===== src/rtl/rf_writeback_arbiter.sv =====
// Writeback arbiter for the single register file write port: EX/LD round-robin
// arbitration, registered write stage, and pending-load scoreboard.
// Optional forwarding of the write stage onto the read ports when RF_BYPASS_EN is defined.
module rf_writeback_arbiter #(
  parameter int DATA_W = 32,
  parameter int NREGS  = 32,
  parameter int IDX_W  = 5   // 2**IDX_W must equal NREGS
) (
  input  logic              clk,
  input  logic              nRST,
  // Handshake: a request is transferred on a rising edge where valid && ready;
  // ready is a combinational grant and a requester holds valid/rd/data until ready.
  input  logic              ex_valid,
  output logic              ex_ready,
  input  logic [IDX_W-1:0]  ex_rd,
  input  logic [DATA_W-1:0] ex_data,
  input  logic              ld_valid,
  output logic              ld_ready,
  input  logic [IDX_W-1:0]  ld_rd,
  input  logic [DATA_W-1:0] ld_data,
  input  logic              ld_issue,
  input  logic [IDX_W-1:0]  ld_issue_rd,
  input  logic [IDX_W-1:0]  chk_rs1,
  input  logic [IDX_W-1:0]  chk_rs2,
  input  logic [IDX_W-1:0]  chk_rd,
  output logic              hazard,
  output logic [NREGS-1:0]  busy,
  output logic              rf_reg_write,
  output logic [IDX_W-1:0]  rf_write_index,
  output logic [DATA_W-1:0] rf_write_data,
`ifdef RF_BYPASS_EN
  input  logic [IDX_W-1:0]  rd_index1,
  input  logic [IDX_W-1:0]  rd_index2,
`endif
  input  logic [DATA_W-1:0] rd_data1_in,
  input  logic [DATA_W-1:0] rd_data2_in,
  output logic [DATA_W-1:0] rd_data1,
  output logic [DATA_W-1:0] rd_data2
);

  logic              rr;
  logic              grant_ex;
  logic              grant_ld;
  logic              conflict;
  logic [NREGS-1:0]  busy_next;
  logic              win_write;
  logic [IDX_W-1:0]  win_rd;
  logic [DATA_W-1:0] win_data;

  // rr=0 prefers EX, rr=1 prefers LD when both request.
  always_comb begin
    conflict = ex_valid & ld_valid;
    grant_ex = ex_valid & (~ld_valid | ~rr);
    grant_ld = ld_valid & (~ex_valid | rr);
  end

  assign ex_ready = grant_ex;
  assign ld_ready = grant_ld;

  always_comb begin
    win_rd   = '0;
    win_data = '0;
    if (grant_ex) begin
      win_rd   = ex_rd;
      win_data = ex_data;
    end else if (grant_ld) begin
      win_rd   = ld_rd;
      win_data = ld_data;
    end
    // Writes to x0 are accepted but never reach the register file.
    win_write = (grant_ex | grant_ld) && (win_rd != '0);
  end

  // Clear on accepted LD writeback first so a same-edge issue to that index wins.
  always_comb begin
    busy_next = busy;
    if (grant_ld)
      busy_next[ld_rd] = 1'b0;
    if (ld_issue && (ld_issue_rd != '0))
      busy_next[ld_issue_rd] = 1'b1;
    busy_next[0] = 1'b0;
  end

  always_ff @(posedge clk or negedge nRST) begin
    if (!nRST) begin
      rr             <= 1'b0;
      busy           <= '0;
      rf_reg_write   <= 1'b0;
      rf_write_index <= '0;
      rf_write_data  <= '0;
    end else begin
      // After a conflict the pointer moves to the loser.
      if (conflict)
        rr <= grant_ex;
      busy         <= busy_next;
      rf_reg_write <= win_write;
      if (grant_ex | grant_ld) begin
        rf_write_index <= win_rd;
        rf_write_data  <= win_data;
      end
    end
  end

  assign hazard = busy[chk_rs1] | busy[chk_rs2] | busy[chk_rd];

`ifdef RF_BYPASS_EN
  // rf_reg_write is never set for x0, so index 0 is never forwarded.
  always_comb begin
    rd_data1 = rd_data1_in;
    rd_data2 = rd_data2_in;
    if (rf_reg_write && (rf_write_index == rd_index1) && (rd_index1 != '0))
      rd_data1 = rf_write_data;
    if (rf_reg_write && (rf_write_index == rd_index2) && (rd_index2 != '0))
      rd_data2 = rf_write_data;
  end
`else
  assign rd_data1 = rd_data1_in;
  assign rd_data2 = rd_data2_in;
`endif

endmodule


===== config.mk =====
export PLATFORM = sky130hd
export DESIGN_NAME = rf_writeback_arbiter
export DESIGN_NICKNAME = d
export VERILOG_FILES = /design/src/rtl/rf_writeback_arbiter.sv
export SDC_FILE = /design/constraint.sdc
export NUM_CORES = 1
export LEC_CHECK = 0
export BUFFER_PORTS_ARGS = -buffer_cell sky130_fd_sc_hd__buf_2
export CAP_MARGIN = 20
export CORE_AREA = 2 2 117 119
export DETAILED_ROUTE_END_ITERATION = 7
export DIE_AREA = 0 0 119 121
export PLACE_DENSITY = 0.7
export SYNTH_ARGS = -nofsm -noshare
export SYNTH_HDL_FRONTEND = slang
export SYNTH_SLANG_ARGS = --single-unit

===== constraint.sdc =====
create_clock -name clk -period 2.5 [get_ports clk]
set_clock_uncertainty 0.1 [all_clocks]
set_input_delay 0.25 -clock clk [delete_from_list [all_inputs] [get_ports clk]]
set_output_delay 0.25 -clock clk [all_outputs]
set_load 0.01 [all_outputs]

* Word-level counts from Yosys, hierarchy flattened
Cells that the tools add are included.
** Cells by class
- Order comparisons :: 7
- Muxes and demuxes :: 16
- Bitwise logic cells :: 14
- Reductions and logical operators :: 6
** Operators with widths (number)
- $mux 32 :: 4
- $and 32x32->32 :: 1
- $not 32->32 :: 1
- $or 32x32->32 :: 1
- $lt 5x6->1 const B :: 5
- $bmux 1 s5 :: 3
- $demux 1 s5 :: 2
- $ge 5x1->1 const B :: 2
- $mux 5 :: 2
- $reduce_bool 5->1 :: 2
- $mux 1 :: 5
- $or 1x1->1 :: 5
- $logic_and 1x1->1 :: 4
- $and 1x1->1 :: 3
- $not 1->1 :: 3
** Storage, ports and cells
- Register bits :: 70
- Input port bits :: 163
- Output and inout port bits :: 137

* Depth between registers and ports, before layout
- Depth in word-level cells :: 9
- Depth in mapped cells :: 7
- Gate-level depth less buffers :: 6

* Least setup slack after synthesis
OpenSTA, ideal clock, no wires.
- Path kind :: input-to-output
- Start point :: in chk_rs1[2]
- End point :: out hazard
- Arrival :: 1602 ps
- Required time :: 2150 ps
- Path slack :: 548 ps
- Stages :: 6
- Path through :: clkbuf_1 > mux4_2 > and3_1 > o21ai_0 > o21a_1 > nand4_1
** On the way
- Word-level cells in the longest chain between the ends :: 4
** Ends and longest elaborated chain
- start, declared :: line 23 : input logic [IDX_W-1:0] chk_rs1,
- $bmux 1 s5 :: line 104 : assign hazard = busy[chk_rs1] | busy[chk_rs2] | busy[chk_rd];
- $mux 1 (not written as such) :: line 104
- $or 1x1->1 (2 in a row) :: line 104
- end, declared :: line 26 : output logic hazard,
Every way passes these cells. The select of a mux whose other input is x is not followed.

* Worst setup path in the final report
- Start point :: reg busy[25]
- End point :: out hazard
** On the way
- Word-level cells in the longest chain between the ends :: 4
** Ends and longest elaborated chain
- start, declared :: line 27 : output logic [NREGS-1:0] busy,
- start signal, assigned :: line 95 : busy <= busy_next;
- $bmux 1 s5 :: line 104
- $mux 1 (not written as such) :: line 104
- $or 1x1->1 :: line 104
- $or 1x1->1 * :: line 104
Mark *: on every way between the ends. The rest lies on a longest branch, timed or not. The select of a mux whose other input is x is not followed.

==> summary.txt <==
Route
  • Post-route ant nets: 0
  • DR pass1 iterations: 4
  • Vias per cell: 5.520
  • Drt wl/cell: 18.26 um
  • First DRT Iteration DRCs: 251
  • Residual DRC count: 0
  • WL final: 14420 um
  • Vias: 4361

STA
  • Worst-Margin Slew: 674.9 ps
  • Setup Total Neg Slack: 0 ps
  • Period utilisation layout: 96.69%
  • Endpoints failing hold: 0
  • Final min period: 2417 ps
  • Fmax: 0.4137 GHz
  • PnR worst setup slack: 82.72 ps
  • Slew headroom: 55.01%
  • Setup Viol. Count Final: 0
  • Pins over their slew limit: 0
  • RSZ-0062 raised after global routing: yes

Setup path
  • Setup CP Type: register to primary output
  • Crit path launch type: register
  • Worst-path maximum fanout: 5
  • CP endpoint kind: primary output
  • CP Data Arrival Time: 2070 ps
  • Required @ worst endpoint: 2150 ps

Synthesis
  • Share of the synthesized area in the top cell type: 37.06%
  • Synthesized net count: 677
  • Top cells by area, synth: dfrtp_1 (37%), buf_4 (10%), o21ai_0 (10%)
  • Async set-reset flop share out of synthesis: 100.0%
  • Ys Warns: 0
  • Number of enable flip-flop cells after synthesis: 0
  • Count leader, synth: o21ai_0
  • Synth area leader: dfrtp_1
  • Synth top cells by count: o21ai_0 (97), dfrtp_1 (70), a21oi_1 (65), buf_4 (65), nand2_1 (39)
  • Mean Syn Cell Area: 9.197 um2
  • Netlist cell types: 47
  • Synthesized flop and latch total: 70
  • Top FF cell, synth: dfrtp_1
  • Mapped cell area: 4727 um2
  • Gate Count Post-Synth: 514
  • Sequential area share after synthesis: 37.06%

Floorplanning
  • Ports: 300
  • Die Area: 14400 um2
  • Die height: 121 um
  • Die width: 119 um
  • Initial core utilization: 36.13%
  • Core area: 13090 um2
  • Row Count: 42

Place
  • Routability Congestion: 0.8829
  • IO buf count: 170
  • Placed Area: 5204 um2
  • Dpl hpwl: 10910 um
  • Worst slack, placed: 257.0 ps

Clock tree
  • H-tree depth: 3
  • CTS tree: built
  • Clock sinks: 70
  • Root buffer cell: clkbuf_16
  • CTS clk-pin slew, worst paths: 60 ps
  • Clk_lat worst skew: 330 ps
  • CTS buffer count: 9
  • Bufs on Longest Clock Path: 2

Pwr
  • Leak Pwr: 2.457 nW
  • Total power: 4.623 mW
  • PD cells: 831.0 nW/um2
  • Peak supply drop: 0.3829 mV

Min path
  • Hold Crit Class: primary input to register

Global route
  • Global-route wire length before repair: 23050 um
  • Largest net degree at the start of global routing: 72
  • Vias in the first global route: 4348
  • Global route overflow: 0
  • Initial antenna violation count: 1
  • GRT Overall Usage: 20.29%

Final layout
  • Cell area after layout: 5563 um2
  • Final #Nets: 772
  • Layout cells sized above 1: 37.62%
  • Layout area overhead: 17.68%
  • Ant. Diodes: 0

Job
  • Max-capacitance violation count: 0

Outcome
  • Status: completed
[routing by layer]
layer	up-vias	part of all wire, %	track usage (%)
li1	1962	-	-
met1	2140	40	24.85
met2	237	49	33.41
met3	20	9.3	7.096
met4	2	1.6	6.771
met5	-	0.11	0
[final cells by class]
| class | count | area [um2] |
|---|---|---|
| Clock buffer | 12 | 246.5 |
| Clock inverter | 4 | 70.07 |
| Fill cell | 1298 | 7522 |
| Inverter | 4 | 15.01 |
| Multi-Input combinational cell | 346 | 2323 |
| Sequential cell | 70 | 1762 |
| Tap cell | 176 | 220.2 |
| Timing Repair Buffer | 178 | 925.9 |
[path summary, 6_finish.rpt]
check                            startpoint                end  slack (ps)  cells past startpoint
worst min register to register     busy[19]           busy[19]         480                      2
worst max register to register           rr           busy[12]         640                      5
min in group asynchronous              nRST  rf_write_data[13]         380                      2
worst min-delay path            ld_data[28]  rf_write_data[28]          30                      3
worst max-delay path               busy[25]             hazard          80                      6
max in group asynchronous              nRST           busy[24]        1220                      3
[sequential cells by signal, summed over array words and instances, names as in the netlist]
register,flops
rf_write_data,32
rf_write_index,5
rr,1
busy,31
rf_reg_write,1
[report_power, final]
| group | total, mW | switching [mW] | internal (mW) |
|---|---|---|---|
| Sequential | 1.75 | 0.312 | 1.44 |
| Clock | 1.37 | 0.469 | 0.897 |
| Combinational | 1.51 | 0.816 | 0.691 |
[layout by cell type (no fill, tap or decap), types with 2 or more instances in the layout]
cell type / Yosys / routed
nand2b_1: 34 / 34
nor2_1: 15 / 15
or4_1: 2 / 2
o21ai_0: 97 / 97
or3_1: 3 / 3
mux2i_1: 12 / 12
clkbuf_1: 16 / 2
clkinv_2: 0 / 2
nand3b_1: 13 / 13
mux4_1: 4 / 4
nand3_1: 5 / 5
buf_4: 65 / 6
nor3b_1: 3 / 3
clkinv_1: 2 / 2
or3b_2: 4 / 4
nand2_1: 39 / 39
o22ai_1: 5 / 5
dfrtp_2: 0 / 8
mux4_2: 15 / 15
inv_1: 2 / 2
nor2b_1: 2 / 2
a21boi_0: 2 / 2
clkbuf_16: 0 / 9
bufinv_16: 0 / 2
nor3_1: 2 / 2
mux2_2: 6 / 6
buf_2: 5 / 170
a21oi_1: 65 / 65
dfrtp_1: 70 / 62
[worst max-delay path: stages, from the launching register on]
cell	delay, ps
dfrtp_1	420
mux4_2	480
nand2b_4	150
and3_4	150
a2111oi_4	270
nand4_1	110
buf_2	150
[stage by stage]
step / hold slack, ps / util, % / std cells
4_1_cts: 26.87 / 42.26 / 788
5_1_grt: 33.81 / 42.51 / 790
6_report: 32.56 / 42.51 / 790
3_3_place_gp: 206.0 / 39.77 / 771
2_1_floorplan: -145.6 / - / 514
3_5_place_dp: 223.3 / 39.77 / 771
[cell families after synthesis]
group                     Yosys count  synth area share, %
buffers and inverters              98                13.95
DFF                                70                37.06
other                               1              0.07933
AOI/OAI and AO/OA                 179                20.51
and+or+nand+nor                   128                14.88
xor gates and xnor gates            1               0.1853
muxes                              37                13.34
[timing repair]
action,4_1_cts,5_1_grt
hold endpoints to repair,25,0
gates resized for setup,0,9
hold buffers,1,0
buffers inserted,0,2
endpoints found under the setup margin,0,1
Power figures use the tool's default switching activity.
